## src/rtl/blit_ptr_step.sv

```systemverilog
// ---------------------------------------------------------------------------
// blit_ptr_step
//
// Blitter address-pointer register and stepping unit.  Holds the A1 and A2
// pixel pointers, the A1 fractional parts, the per-pixel increments, the
// per-line steps and the inner/outer loop counts, and walks the pixel (inner)
// and line (outer) loops of a blit.  The pointers advance once for every
// acknowledged pixel, and once more by the line step between lines.
//
// Ports
//   sys_clk              : single clock, rising edge
//   resetl               : asynchronous, active-low reset
//   ld_en                : register-load strobe, one register per cycle
//   ld_sel[2:0]          : load target (A1_PIXEL .. COUNT), data {upper,lower}
//   ld_data[31:0]        : load data
//   start                : single-cycle pulse that begins a blit
//   pix_ack              : downstream consumed the current pixel address
//   pix_req              : pointers are valid for a pixel access
//   busy                 : blit in progress (pixel or step cycles)
//   done                 : one-cycle completion pulse
//   a1_x/a1_y/a2_x/a2_y  : integer pointers, feed the address-B mux
//   a1_frac_x/a1_frac_y  : A1 fractional parts, feed the address-B mux
// ---------------------------------------------------------------------------
module blit_ptr_step (
    input  logic        sys_clk,
    input  logic        resetl,
    input  logic        ld_en,
    input  logic [2:0]  ld_sel,
    input  logic [31:0] ld_data,
    input  logic        start,
    input  logic        pix_ack,
    output logic        pix_req,
    output logic        busy,
    output logic        done,
    output logic [15:0] a1_x,
    output logic [15:0] a1_y,
    output logic [15:0] a2_x,
    output logic [15:0] a2_y,
    output logic [15:0] a1_frac_x,
    output logic [15:0] a1_frac_y
);

    typedef enum logic [1:0] {
        IDLE  = 2'd0,
        PIXEL = 2'd1,
        STEP  = 2'd2,
        DONE  = 2'd3
    } stateT;

    localparam logic [2:0] SEL_A1_PIXEL  = 3'd0;
    localparam logic [2:0] SEL_A1_FPIXEL = 3'd1;
    localparam logic [2:0] SEL_A1_INC    = 3'd2;
    localparam logic [2:0] SEL_A1_FINC   = 3'd3;
    localparam logic [2:0] SEL_A1_STEP   = 3'd4;
    localparam logic [2:0] SEL_A2_PIXEL  = 3'd5;
    localparam logic [2:0] SEL_A2_STEP   = 3'd6;
    localparam logic [2:0] SEL_COUNT     = 3'd7;

    stateT       state_q, state_d;

    logic [15:0] a1X_q, a1X_d;
    logic [15:0] a1Y_q, a1Y_d;
    logic [15:0] a1FracX_q, a1FracX_d;
    logic [15:0] a1FracY_q, a1FracY_d;
    logic [15:0] incX_q, incX_d;
    logic [15:0] incY_q, incY_d;
    logic [15:0] fincX_q, fincX_d;
    logic [15:0] fincY_q, fincY_d;
    logic [15:0] a1StepX_q, a1StepX_d;
    logic [15:0] a1StepY_q, a1StepY_d;
    logic [15:0] a2X_q, a2X_d;
    logic [15:0] a2Y_q, a2Y_d;
    logic [15:0] a2StepX_q, a2StepX_d;
    logic [15:0] a2StepY_q, a2StepY_d;
    logic [15:0] innerCnt_q, innerCnt_d;
    logic [15:0] outerCnt_q, outerCnt_d;
    logic [15:0] icnt_q, icnt_d;
    logic [15:0] ocnt_q, ocnt_d;

    logic        pixReq_q, pixReq_d;
    logic        busy_q, busy_d;
    logic        done_q, done_d;

    logic [31:0] a1XSum;
    logic [31:0] a1YSum;

    // The per-pixel A1 advance treats integer and fraction as one 32-bit
    // fixed-point number, so a fraction overflow carries into the integer.
    always_comb begin
        a1XSum = {a1X_q, a1FracX_q} + {incX_q, fincX_q};
        a1YSum = {a1Y_q, a1FracY_q} + {incY_q, fincY_q};
    end

    // Next-state logic for the FSM and every datapath register.  Everything
    // holds by default; loads are only honoured in IDLE so a running blit can
    // never see its pointers or counts change underneath it.  A start in the
    // same cycle as a COUNT load reads the counts as they were before the
    // load, because it looks at the current register values.
    always_comb begin
        state_d    = state_q;
        a1X_d      = a1X_q;
        a1Y_d      = a1Y_q;
        a1FracX_d  = a1FracX_q;
        a1FracY_d  = a1FracY_q;
        incX_d     = incX_q;
        incY_d     = incY_q;
        fincX_d    = fincX_q;
        fincY_d    = fincY_q;
        a1StepX_d  = a1StepX_q;
        a1StepY_d  = a1StepY_q;
        a2X_d      = a2X_q;
        a2Y_d      = a2Y_q;
        a2StepX_d  = a2StepX_q;
        a2StepY_d  = a2StepY_q;
        innerCnt_d = innerCnt_q;
        outerCnt_d = outerCnt_q;
        icnt_d     = icnt_q;
        ocnt_d     = ocnt_q;

        case (state_q)
            IDLE: begin
                if (ld_en) begin
                    case (ld_sel)
                        SEL_A1_PIXEL: begin
                            a1Y_d = ld_data[31:16];
                            a1X_d = ld_data[15:0];
                        end
                        SEL_A1_FPIXEL: begin
                            a1FracY_d = ld_data[31:16];
                            a1FracX_d = ld_data[15:0];
                        end
                        SEL_A1_INC: begin
                            incY_d = ld_data[31:16];
                            incX_d = ld_data[15:0];
                        end
                        SEL_A1_FINC: begin
                            fincY_d = ld_data[31:16];
                            fincX_d = ld_data[15:0];
                        end
                        SEL_A1_STEP: begin
                            a1StepY_d = ld_data[31:16];
                            a1StepX_d = ld_data[15:0];
                        end
                        SEL_A2_PIXEL: begin
                            a2Y_d = ld_data[31:16];
                            a2X_d = ld_data[15:0];
                        end
                        SEL_A2_STEP: begin
                            a2StepY_d = ld_data[31:16];
                            a2StepX_d = ld_data[15:0];
                        end
                        SEL_COUNT: begin
                            outerCnt_d = ld_data[31:16];
                            innerCnt_d = ld_data[15:0];
                        end
                        default: begin
                        end
                    endcase
                end

                // An empty blit (either count zero) finishes without ever
                // requesting a pixel.
                if (start) begin
                    if ((innerCnt_q != 16'd0) && (outerCnt_q != 16'd0)) begin
                        icnt_d  = innerCnt_q;
                        ocnt_d  = outerCnt_q;
                        state_d = PIXEL;
                    end else begin
                        state_d = DONE;
                    end
                end
            end

            PIXEL: begin
                if (pix_ack) begin
                    {a1X_d, a1FracX_d} = a1XSum;
                    {a1Y_d, a1FracY_d} = a1YSum;
                    a2X_d  = a2X_q + 16'd1;
                    icnt_d = icnt_q - 16'd1;
                    if (icnt_q == 16'd1) begin
                        if (ocnt_q == 16'd1) begin
                            state_d = DONE;
                        end else begin
                            state_d = STEP;
                        end
                    end
                end
            end

            // Line boundary: integer parts move by the line step (fractions
            // untouched) and the inner counter starts the next line.
            STEP: begin
                a1X_d   = a1X_q + a1StepX_q;
                a1Y_d   = a1Y_q + a1StepY_q;
                a2X_d   = a2X_q + a2StepX_q;
                a2Y_d   = a2Y_q + a2StepY_q;
                icnt_d  = innerCnt_q;
                ocnt_d  = ocnt_q - 16'd1;
                state_d = PIXEL;
            end

            DONE: begin
                state_d = IDLE;
            end

            default: begin
                state_d = IDLE;
            end
        endcase
    end

    // Status outputs are registered from the next state so they line up
    // exactly with the state they describe, with no input-to-output path.
    always_comb begin
        pixReq_d = (state_d == PIXEL);
        busy_d   = (state_d == PIXEL) || (state_d == STEP);
        done_d   = (state_d == DONE);
    end

    // All state, including the registered status outputs, lives here and
    // clears asynchronously to zero / IDLE.
    always_ff @(posedge sys_clk or negedge resetl) begin
        if (!resetl) begin
            state_q    <= IDLE;
            a1X_q      <= 16'd0;
            a1Y_q      <= 16'd0;
            a1FracX_q  <= 16'd0;
            a1FracY_q  <= 16'd0;
            incX_q     <= 16'd0;
            incY_q     <= 16'd0;
            fincX_q    <= 16'd0;
            fincY_q    <= 16'd0;
            a1StepX_q  <= 16'd0;
            a1StepY_q  <= 16'd0;
            a2X_q      <= 16'd0;
            a2Y_q      <= 16'd0;
            a2StepX_q  <= 16'd0;
            a2StepY_q  <= 16'd0;
            innerCnt_q <= 16'd0;
            outerCnt_q <= 16'd0;
            icnt_q     <= 16'd0;
            ocnt_q     <= 16'd0;
            pixReq_q   <= 1'b0;
            busy_q     <= 1'b0;
            done_q     <= 1'b0;
        end else begin
            state_q    <= state_d;
            a1X_q      <= a1X_d;
            a1Y_q      <= a1Y_d;
            a1FracX_q  <= a1FracX_d;
            a1FracY_q  <= a1FracY_d;
            incX_q     <= incX_d;
            incY_q     <= incY_d;
            fincX_q    <= fincX_d;
            fincY_q    <= fincY_d;
            a1StepX_q  <= a1StepX_d;
            a1StepY_q  <= a1StepY_d;
            a2X_q      <= a2X_d;
            a2Y_q      <= a2Y_d;
            a2StepX_q  <= a2StepX_d;
            a2StepY_q  <= a2StepY_d;
            innerCnt_q <= innerCnt_d;
            outerCnt_q <= outerCnt_d;
            icnt_q     <= icnt_d;
            ocnt_q     <= ocnt_d;
            pixReq_q   <= pixReq_d;
            busy_q     <= busy_d;
            done_q     <= done_d;
        end
    end

    assign pix_req   = pixReq_q;
    assign busy      = busy_q;
    assign done      = done_q;
    assign a1_x      = a1X_q;
    assign a1_y      = a1Y_q;
    assign a2_x      = a2X_q;
    assign a2_y      = a2Y_q;
    assign a1_frac_x = a1FracX_q;
    assign a1_frac_y = a1FracY_q;

endmodule

```

## config.mk

```make
export PLATFORM = sky130hd
export DESIGN_NAME = blit_ptr_step
export DESIGN_NICKNAME = d
export VERILOG_FILES = /design/src/rtl/blit_ptr_step.sv
export SDC_FILE = /design/constraint.sdc
export NUM_CORES = 1
export LEC_CHECK = 0
export BUFFER_PORTS_ARGS = -buffer_cell sky130_fd_sc_hd__buf_2
export CAP_MARGIN = 30
export CORE_UTILIZATION = 41
export CTS_CLUSTER_DIAMETER = 200
export DETAILED_ROUTE_END_ITERATION = 10
export PLACE_DENSITY = 0.62
export SLEW_MARGIN = 10
export SYNTH_ARGS = -nofsm -noshare
export SYNTH_HDL_FRONTEND = slang
export SYNTH_SLANG_ARGS = --single-unit
```

## constraint.sdc

```tcl
create_clock -name sys_clk -period 9.9 [get_ports sys_clk]
set_clock_uncertainty 0.2 [all_clocks]
set_input_delay 1.98 -clock sys_clk [delete_from_list [all_inputs] [get_ports sys_clk]]
set_output_delay 1.98 -clock sys_clk [all_outputs]
set_load 0.005 [all_outputs]
```

* Word level (Yosys, flattened, before mapping) *
Index checks and enable logic that the tools add are counted.

storage, ports and cells
  register bits after elaboration = 293
  bits of input ports = 40
  logic and storage cells = 109

cells by class
  add/sub/neg operators = 9
  equality and inequality tests = 22
  muxes and demuxes = 36
  reductions and logical operators = 20

operators by type and width
  cell                     number
  $mux W16                 22
  $pmux W16 S3             4
  $pmux W16 S2             4
  $add A16 B16 Y16         4
  $add A32 B32 Y32         2
  $eq A16 B1 Y1 const B    2
  $reduce_bool A16 Y1      2
  $sub A16 B1 Y16 const B  2
  $reduce_and A3 Y1        7
  $add A16 B1 Y16 const B  1
  $reduce_and A4 Y1        4
  $eq A3 B3 Y1 const B     4
  $eq A2 B2 Y1 const B     4
  $mux W2                  4
  $ne A2 B2 Y1 const B     4
  $pmux W2 S4              1
  $eq A3 B2 Y1 const B     2
  $ne A2 B1 Y1 const B     3
  $eq A2 B1 Y1 const B     2
  $reduce_bool A2 Y1       2
  $eq A3 B1 Y1 const B     1
  $logic_not A3 Y1         1
  $reduce_bool A3 Y1       1
  $logic_not A2 Y1         1
  other kinds (3)          3

* Depth between registers and ports, before layout *
  depth after elaboration = 7
  gate-level depth with buffers = 18

* Worst setup path before layout *
Ideal clock, no wire load.

  path type = input to register
  from = input ld_sel[2]
  to = register a1StepX_q[0]
  setup time = 125 ps
  data arrival time = 3,488 ps
  data required time = 9,575 ps
  slack = 6,087 ps
  stages = 4
  buffers on the path = 2
  path through = clkbuf_1 -> nor4b_1 -> buf_2 -> mux2_2

between the ends
  longest elaborated chain between the ends = 2

ends and longest elaborated chain
  element                             line  source
  from (decl)                         28    input logic [2:0] ld_sel,
  $eq A3 B3 Y1                        123   case (ld_sel)
  $reduce_and A3 Y1 (no source line)  --
  to (signal assigned)                256   a1StepX_q <= a1StepX_d;
  to (decl)                           69    logic [15:0] a1StepX_q, a1StepX_d;

No other way between the ends.
A chain may end at the register's enable or synchronous reset.

* Worst setup path in the final report *
  from = register state_q[1]
  to = register a1Y_q[14], in the netlist a1_y[14]

between the ends
  longest elaborated chain between the ends = 3
  elaborated cells between the ends (all ways) = 9
  those cells by class = eq/ne: 5; mux: 1; reduce/logical: 3

ends and longest elaborated chain
  element                                                line  source
  from (decl)                                            59    stateT state_q, state_d;
  from (signal assigned)                                 247   state_q <= state_d;
  $eq A2 B1 Y1 (tied with other cells)                   120   case (state_q)
  $ne A2 B2 Y1 (no source line) (tied with other cells)  --
  $reduce_and A4 Y1 (no source line)                     --
  to (signal assigned)                                   249   a1Y_q <= a1Y_d;
  to (decl)                                              62    logic [15:0] a1Y_q, a1Y_d;

Parallel ways exist; a longest one is shown, timed or not.

==> metrics list <==
- The count of endpoints failing hold in the final timing report is 0.
- Clock slew at reported path FFs: 0.06 ns
- The clock drives 293 sinks.
* Yosys warning count: 0
- For the pin with the worst max-slew slack, the measured transition is 0.995 ns.
- First-pass GRT wire length: 86,600 um
- The analysis attributes to cell leakage a power of 9.58 nW.
- Most common cell after layout, fill and taps aside: sky130_fd_sc_hd__dfrtp_1
- In the post-route analysis, the smallest setup slack over all paths is 5.59 ns.
- After clock tree synthesis, the setup repair step added 0 buffers.
* Pre-CTS setup slack: between 5 and 6 ns
- The die covers about 47,000 sq um.
- The via count of the first global-routing pass came to 15,526.
- Post-DR wirelength/cell: slightly above 20 um
- Post-Synthesis Cell Area: 18,800 sq um
- Mean cell area of the mapped netlist: between 9 and 10 sq um
- In the final layout, the share of cells above drive strength 1 is 20.5%.
* Highest Clock Rate: 232 MHz
* Total Nets Final: 2,234
- Measured along the y axis, the die boundary spans 216 um.
- The max-slew violation total from the final report came to 0.
* Pwr Density: ~450 nW/um^2
- The initialized floorplan defines 78 standard-cell rows.
- Peak supply drop: 0.000222 V
* Signed area change from the synthesized netlist to the final layout: 14.0%
- In the routed design, unresolved DRC markers number 0.
- No sink is reached through more buffers than the 3 on the longest clock path.
- Antenna-violating nets left: 0
* Total negative slack for setup checks: 0 ns
- Non-filler instance count after layout: 2,683
- Routability-driven placement finished with a final weighted congestion of 0.895.
- Outcome: finished, final reports clean
- Largest net degree at the start of global routing: between 90 and 100
- The placed instances occupy a cell area of 20,100 sq um.
- At the later pin of the worst-skew pair, clock insertion delay measures ~0.57 ns.
- In the synthesized netlist, the number of instances is 1,942.
* Slowest stage cell, crit path: sky130_fd_sc_hd__inv_1
- The netlist uses 86 different library cells.
* Overall overflow remaining after global route: 0
* Dominant synthesized flop cell: sky130_fd_sc_hd__dfrtp_1
- Counting the fill cells in the layout gives 4,246.
- HPWL after detailed placement: 38,000 um
* Crit path capture type: flop
* Worst hold slack: 0.281 ns
- Post-synthesis register bit count: between 200 and 300
- Vias after detailed routing: 15,802
- From left edge to right edge, the die measures 216 um.
- The critical path goes through inv_1 > ha_4 > inv_1 > nor2_1 > a21oi_1 > and2_1 > buf_4 > nand2_1 > a211oi_1 > nand3_1 > o211ai_1 > nand2_1.
- The first detailed-routing pass took 6 iterations.
- Initial antenna violation count: 1
- In this run, synthesis inferred 0 flip-flops with an integrated enable.
- Delay of the slowest cell on the worst path: 0.79 ns
* # diodes: 0
* Commonest cells after routing, fill and taps aside: sky130_fd_sc_hd__dfrtp_1 (293), sky130_fd_sc_hd__a21oi_1 (192), sky130_fd_sc_hd__mux2_2 (165)
- The clock tree synthesis step divided the H-tree into 2 levels.
- Slew Limit Headroom: 33.6%
* Endpoint arrival time on the critical path: between 4 and 5 ns
- TritonCTS built the clock tree.
- Startpoint type of the worst setup path: flop
- After routing the design area is 21,500 sq um.
- For this design, the CTS-stage hold fixing added 0 buffers.
* Number of port buffers: 138
- Across every metal layer, demand over resource in global routing totals 23.5%.
- Setup violations remaining at the end of the flow were counted as 0.
- Final wirelength: 55,500 um
- Root Buffer Master: sky130_fd_sc_hd__clkbuf_16
- Unrepaired setup endpoints after global routing: no
* CP Buf/Inv Count: 3
* Resized Gates After CTS: 0
- In this run the worst hold path is classified as reg2reg.
- Max-cap violation count: 0
- Number of top-level design ports: 139
* Path type of the worst setup path: reg2reg
- Starting density of the core: 41.5%
- Counting flops with an async set or reset pin after synthesis yields a share of 100%.
- Data on the critical path is required at its endpoint by 10.15 ns.
- Broken down by cell family, the worst path's largest delay share belongs to simple AND/OR/NAND/NOR gates.
* Placeable Area: 45,400 sq um
- TritonCTS buffer count: 37
- After detailed placement, the design holds a cell count of 2,615.
- Sequential share of the synthesized area: 38.9%
- Using the TritonRoute via totals, the vias-per-cell ratio works out to between 5 and 6.
- The worst path in the final design needs a cycle of 4.31 ns, including I/O delays and setup.
* Synthesized netlist net count: between 2,000 and 2,500
- Iteration-0 DRC count of the detailed router: 1,291
* Peak fanout along the critical path: 37
* Fin crit share: a little over two fifths
-- where the power goes --
| part | total, mW | switching (mW) | internal, mW |
|---|---|---|---|
| Sequential | 2.32 | 0.515 | 1.81 |
| Clock | 1.43 | 0.556 | 0.876 |
| Combinational | 5.80 | 3.28 | 2.52 |
| Total | 9.55 | 4.35 | 5.21 |
-- cell usage after synthesis (8+ instances only) --
cell,count,share of area [%]
sky130_fd_sc_hd__nand2b_1,10,0.33
sky130_fd_sc_hd__buf_1,10,0.20
sky130_fd_sc_hd__a31oi_1,18,0.60
sky130_fd_sc_hd__a211oi_1,13,0.52
sky130_fd_sc_hd__nor2_1,158,3.2
sky130_fd_sc_hd__nand3_1,51,1.4
sky130_fd_sc_hd__nor4_1,13,0.43
sky130_fd_sc_hd__mux2i_1,46,2.4
sky130_fd_sc_hd__nand4_1,11,0.37
sky130_fd_sc_hd__a21o_1,56,2.2
sky130_fd_sc_hd__o31ai_1,10,0.40
sky130_fd_sc_hd__nor2b_1,16,0.53
sky130_fd_sc_hd__a221oi_1,12,0.56
sky130_fd_sc_hd__and3_1,18,0.60
sky130_fd_sc_hd__mux2_2,165,9.9
sky130_fd_sc_hd__o21bai_1,11,0.44
sky130_fd_sc_hd__a21oi_1,193,5.1
sky130_fd_sc_hd__nand2_1,111,2.2
sky130_fd_sc_hd__o211ai_1,13,0.52
sky130_fd_sc_hd__nor3_1,53,1.4
sky130_fd_sc_hd__o21ai_1,9,0.24
sky130_fd_sc_hd__and2_1,21,0.70
sky130_fd_sc_hd__dfrtp_1,293,39
sky130_fd_sc_hd__clkbuf_1,66,1.3
sky130_fd_sc_hd__or3_1,22,0.73
sky130_fd_sc_hd__o22ai_1,28,0.93
sky130_fd_sc_hd__or2_2,8,0.27
sky130_fd_sc_hd__o21a_1,13,0.52
sky130_fd_sc_hd__ha_1,132,8.8
sky130_fd_sc_hd__inv_1,45,0.90
sky130_fd_sc_hd__xor2_1,25,1.2
sky130_fd_sc_hd__o21ai_0,112,3.0
sky130_fd_sc_hd__xnor2_1,63,2.9
-- routing by layer --
metal	global-route usage, %	vias to the layer above	share of wire [%]
li1	-	7401	-
met1	30.5	7834	44
met2	38.7	463	47
met3	4.15	104	5.3
met4	9.34	0	3.6
met5	0	-	0
-- per-stage QoR --
step | total power [mW] | util [%]
floorplan | 6.58 | -
global placement | 7.89 | 44.4
detailed placement | 8.06 | 44.4
CTS | 9.54 | 47.2
global route | 10.3 | 47.3
finish | 9.55 | 47.3
-- logic make-up after synthesis --
family | share of synthesized area, %
compound gates | 19.3
xor+xnor | 4.09
fa+ha+maj | 9.41
buf+inv | 2.59
flops | 38.9
mux | 12.4
simple gates | 13.3
-- path summary, 6_finish.rpt --
path	startpoint	end	slack (ns)	cells after the start
worst max register to register	state_q[1]$_DFF_PN0_	a1_y[14]$_DFFE_PN0P_	5.59	12
min in group asynchronous	resetl	ocnt_q[10]$_DFFE_PN0P_	1.24	1
worst max-delay path	state_q[1]$_DFF_PN0_	a1_y[14]$_DFFE_PN0P_	5.59	12
worst min register to register	a2StepX_q[7]$_DFFE_PN0P_	a2StepX_q[7]$_DFFE_PN0P_	0.28	2
worst min-delay path	a2StepX_q[7]$_DFFE_PN0P_	a2StepX_q[7]$_DFFE_PN0P_	0.28	2
max in group asynchronous	resetl	a1_frac_y[5]$_DFFE_PN0P_	6.89	2
-- cell type report --
type                       count  area [sq um]  share of cell area (%)
clock inverter                12           211                   0.985
sequential                   293          7330                    34.2
tap                          600           751                    3.50
timing repair buffer         157           868                    4.05
multi-input combinational   1521         11100                    51.6
inverter                      46           173                   0.805
clock buffer                  54          1060                    4.94
-- tightest hold or removal path: stages, from the launching register on --
cell and delay [ns]:
sky130_fd_sc_hd__dfrtp_1 0.34, sky130_fd_sc_hd__nand2_1 0.04, sky130_fd_sc_hd__o21ai_0 0.06
Note: power is estimated with default switching activity, not from simulation.
